### config.mk
export PLATFORM = sky130hd
export DESIGN_NAME = ripple_adder
export DESIGN_NICKNAME = d
export VERILOG_FILES = /design/src/rtl/ripple_adder.sv
export SDC_FILE = /design/constraint.sdc
export NUM_CORES = 1
export LEC_CHECK = 0
export BUFFER_PORTS_ARGS = -buffer_cell sky130_fd_sc_hd__buf_2
export CAP_MARGIN = 25
export CORE_AREA = 8 8 45 47
export DETAILED_ROUTE_END_ITERATION = 8
export DIE_AREA = 0 0 53 55
export PLACE_DENSITY = 0.45
export SLEW_MARGIN = 10
export SYNTH_ARGS = -nofsm -noshare
export SYNTH_HDL_FRONTEND = slang
export SYNTH_SLANG_ARGS = --single-unit
### constraint.sdc
create_clock -name clk -period 3.3 [get_ports clk]
set_input_delay 0.165 -clock clk [delete_from_list [all_inputs] [get_ports clk]]
set_output_delay 0.165 -clock clk [all_outputs]
set_load 0.005 [all_outputs]
### src/rtl/ripple_adder.sv
// ----------------------------------------------------------------------------
// ripple_adder
//   Unsigned WIDTH-bit ripple-carry adder built from a chain of full-adder
//   cells. It has a combinational sum/carry path and a registered copy of the
//   result that also carries a two's-complement overflow flag.
//
// Parameters
//   WIDTH  : operand and sum width in bits (1..32)
//
// Ports
//   clk    in   rising-edge clock for the registered outputs
//   rst    in   asynchronous active-high reset; clears S_r/Co_r/Ovf_r only
//   X      in   operand A (unsigned)
//   Y      in   operand B (unsigned)
//   Z      in   carry-in
//   S      out  combinational sum, bits WIDTH-1..0 of X+Y+Z
//   Co     out  combinational carry-out, bit WIDTH of X+Y+Z
//   S_r    out  registered S
//   Co_r   out  registered Co
//   Ovf_r  out  registered signed overflow (carry into MSB ^ carry out of MSB)
// ----------------------------------------------------------------------------
module ripple_adder #(
    parameter int WIDTH = 4
) (
    input  logic             clk,
    input  logic             rst,
    input  logic [WIDTH-1:0] X,
    input  logic [WIDTH-1:0] Y,
    input  logic             Z,
    output logic [WIDTH-1:0] S,
    output logic             Co,
    output logic [WIDTH-1:0] S_r,
    output logic             Co_r,
    output logic             Ovf_r
);

    // Full-adder cell equations.
    function automatic logic fa_sum(input logic a, input logic b, input logic cin);
        return a ^ b ^ cin;
    endfunction

    function automatic logic fa_carry(input logic a, input logic b, input logic cin);
        return (a & b) | (cin & (a ^ b));
    endfunction

    // carry[i] is the carry into cell i; carry[WIDTH] leaves the MSB cell.
    logic [WIDTH:0]   carry;
    logic [WIDTH-1:0] sum_p0;
    logic             ovf_p0;

    // The chain is evaluated in one always_comb so each cell reads the
    // carry written by the previous iteration, giving a true ripple.
    always_comb begin
        carry    = '0;
        sum_p0   = '0;
        carry[0] = Z;
        for (int i = 0; i < WIDTH; i++) begin
            sum_p0[i]  = fa_sum(X[i], Y[i], carry[i]);
            carry[i+1] = fa_carry(X[i], Y[i], carry[i]);
        end
    end

    // Signed overflow: carries into and out of the MSB cell disagree.
    assign ovf_p0 = carry[WIDTH] ^ carry[WIDTH-1];

    assign S  = sum_p0;
    assign Co = carry[WIDTH];

    // ---- stage p0 -> registered outputs ----
    always_ff @(posedge clk or posedge rst) begin
        if (rst) begin
            S_r   <= '0;
            Co_r  <= 1'b0;
            Ovf_r <= 1'b0;
        end else begin
            S_r   <= sum_p0;
            Co_r  <= carry[WIDTH];
            Ovf_r <= ovf_p0;
        end
    end

endmodule

==> results by group <==
Global routing
  – First-pass GRT wire length: ~950 um
  – Initial antenna violation count: 0
  – Largest net degree at the start of global routing: 7
  – Vias in the first global route: 249
  – Tot GR Track Use: 0.0485
  – GRT overflow: 0

Clocking
  – CTS tree: done
  – Maximum buffer depth of the clock tree: 2
  – Worst-path clk slew: 40 ps
  – CTS Buf Count: 3
  – H-tree levels: 1
  – CTS resizes: 0
  – Clock Sinks: 6
  – Root Driver: clkbuf_4

Worst hold path
  – Hold EP: S_r[0]
  – Hold Crit Start: Z
  – Worst Hold Class: input port to register
  – Hold Path Cell Cnt: 2

STA
  – Slew @ Worst Pin: around 210 ps
  – Slew HR: 0.860
  – Tmin final: 2190 ps
  – Max Fclk: 456 MHz
  – RSZ-0062 raised after global routing: no
  – Pins Over Slew Limit: 0
  – Hold Vio Cnt, Final: 0
  – Setup violators final: 0
  – Final period util: 0.665
  – Setup TNS: 0 ps

Status
  – Status: completed

Yosys
  – Synth Warn #: 0
  – Synth Instances: 22
  – Seq/Total Area, Yosys: 0.536
  – Number of synthesized register bits: 6
  – Post-synth net total: 37
  – Cell variety after synth: 4
  – Mapped Area: around 280 um^2
  – Synthesized area per cell: 12.7 um^2

Pwr
  – Cell Int Power: 155 uW
  – Sw Ratio: 0.243
  – Leakage: 0.000260 uW
  – Worst vdd ir: 0.000106 V
  – Power density over cell area: roughly 470 nW/um^2
  – Clock share of power: 0.304
  – Switching component of the power: 49.7 uW
  – Sequential share of power: 0.432
  – Combinational cell fraction of total power: 0.264

Routing
  – WL/cell: 9.52 um
  – Drt total wl: 600 um
  – First drt pass iteration count: 1
  – Drc violations: 0
  – DR vias: 214
  – 1st-iter DRT viols: 0
  – DRT antenna net count: 0
  – Vias/cell: 3.40

Worst setup path
  – Worst path max stage delay: 410 ps
  – Crit-path cells: buf_2, fa_1, inv_1, fa_1, inv_1, fa_1, inv_1, fa_1, inv_1, buf_2
  – CP bufs+invs: 6
  – Crit path max fanout: 2
  – Crit start category: input port
  – Critical path depth: 10
  – WP data required: between 3000 and 4000 ps
  – Crit-path slowest cell: fa_1
  – CP Class: input port to output pin
  – CP Capture Type: output pin
  – Worst Path Arrival: 2030 ps
  – Critical path's top delay family: adder cells

Final layout
  – Diode count: 0
  – Fraction of final layout cells sized beyond drive strength 1: 0.511
  – FILL cells: 157
  – Area grow syn2layout: 56.2%
  – Final nets: 64
  – Non-Filler Instances: 63

Floorplanning
  – Rows: 14
  – I/O pins: 22
  – Die width: 53 um
  – Initial Util: 0.203
  – Die height: roughly 55 um
  – Die ar.: 2920 um^2
  – Core area: 1380 um^2

Placed design
  – HPWL after detailed placement: 552 um
  – IO buf count: 21
  – Routability cong.: 0.631
  – Cell count after placement: 59

Run
  – Max Cap Violations: 0
-- through the flow --
| step | power, uW | area, um^2 | hold WS (ps) | setup WS (ps) | utilization |
|---|---|---|---|---|---|
| final | 204 | 438 | 220 | 1110 | 0.316 |
| after global routing | 224 | 438 | 227 | 1000 | 0.316 |
| after CTS | 210 | 438 | 213 | 1080 | 0.316 |
| after detailed placement | 145 | 405 | 80.5 | 1090 | 0.293 |
| after global placement | 144 | 405 | 82.0 | 1110 | 0.293 |
| after floorplan | 113 | 280 | -44.0 | 1380 | - |
-- cell families after synthesis --
logic type / Yosys count / share of synthesized area
DFF: 6 / 0.536
adders and majority gates: 4 / 0.286
buffers and inverters: 11 / 0.147
xor gates and xnor gates: 1 / 0.0313
-- state kept, by name (all words and copies together) (netlist names) --
name / flops
S_r: 4
Co_r: 1
Ovf_r: 1
-- worst max path at each step --
stage / from / end / slack, ps
detailed placement: X[0] / S[3] / 1090
floorplan: X[0] / S[3] / 1380
global route: X[0] / S[3] / 1000
global placement: X[0] / S[3] / 1110
CTS: X[0] / S[3] / 1080
finish: X[0] / S[3] / 1110
-- layout by cell type (no fill, tap or decap) --
master,netlist,layout
buf_2,0,21
inv_1,11,11
dfrtp_1,6,6
fa_1,4,4
clkbuf_4,0,3
xnor2_1,1,1
dlygate4sd3_1,0,1
-- cell type report --
cell class / count / area [um^2] / area share
multi-input combinational: 5 / 88.8 / 0.203
timing repair buffer: 22 / 115 / 0.263
clock buffer: 3 / 22.5 / 0.0514
sequential: 6 / 150 / 0.343
tap: 16 / 20.0 / 0.0457
inverter: 11 / 41.3 / 0.0943
-- cell usage after synthesis --
library cell	instances	share of area
dfrtp_1	6	0.54
xnor2_1	1	0.031
fa_1	4	0.29
inv_1	11	0.15
-- per-layer routing --
| metal | GRT usage | wire [um] |
|---|---|---|
| met1 | 0.0435 | 202 |
| met2 | 0.0645 | 296 |
| met3 | 0.0241 | 73 |
| met4 | 0.0776 | 27 |
| met5 | 0 | 0 |
-- what timing repair did --
| item | CTS | global route |
|---|---|---|
| setup endpoints to repair | 0 | 0 |
| hold endpoints to repair | 6 | 0 |
| setup buffers | 0 | 0 |
| hold buffers | 1 | 0 |
-- power groups by stage --
stage	Clock, uW	Combinational, uW	Sequential (uW)
3_5_place_dp	0	55.0	89.5
5_1_grt	70.9	63.1	89.6
4_1_cts	65.9	56.0	88.5
6_report	62.1	53.9	88.3
3_3_place_gp	0	54.5	89.5
2_1_floorplan	0	20.3	92.2
(Power assumes the default switching activity.)
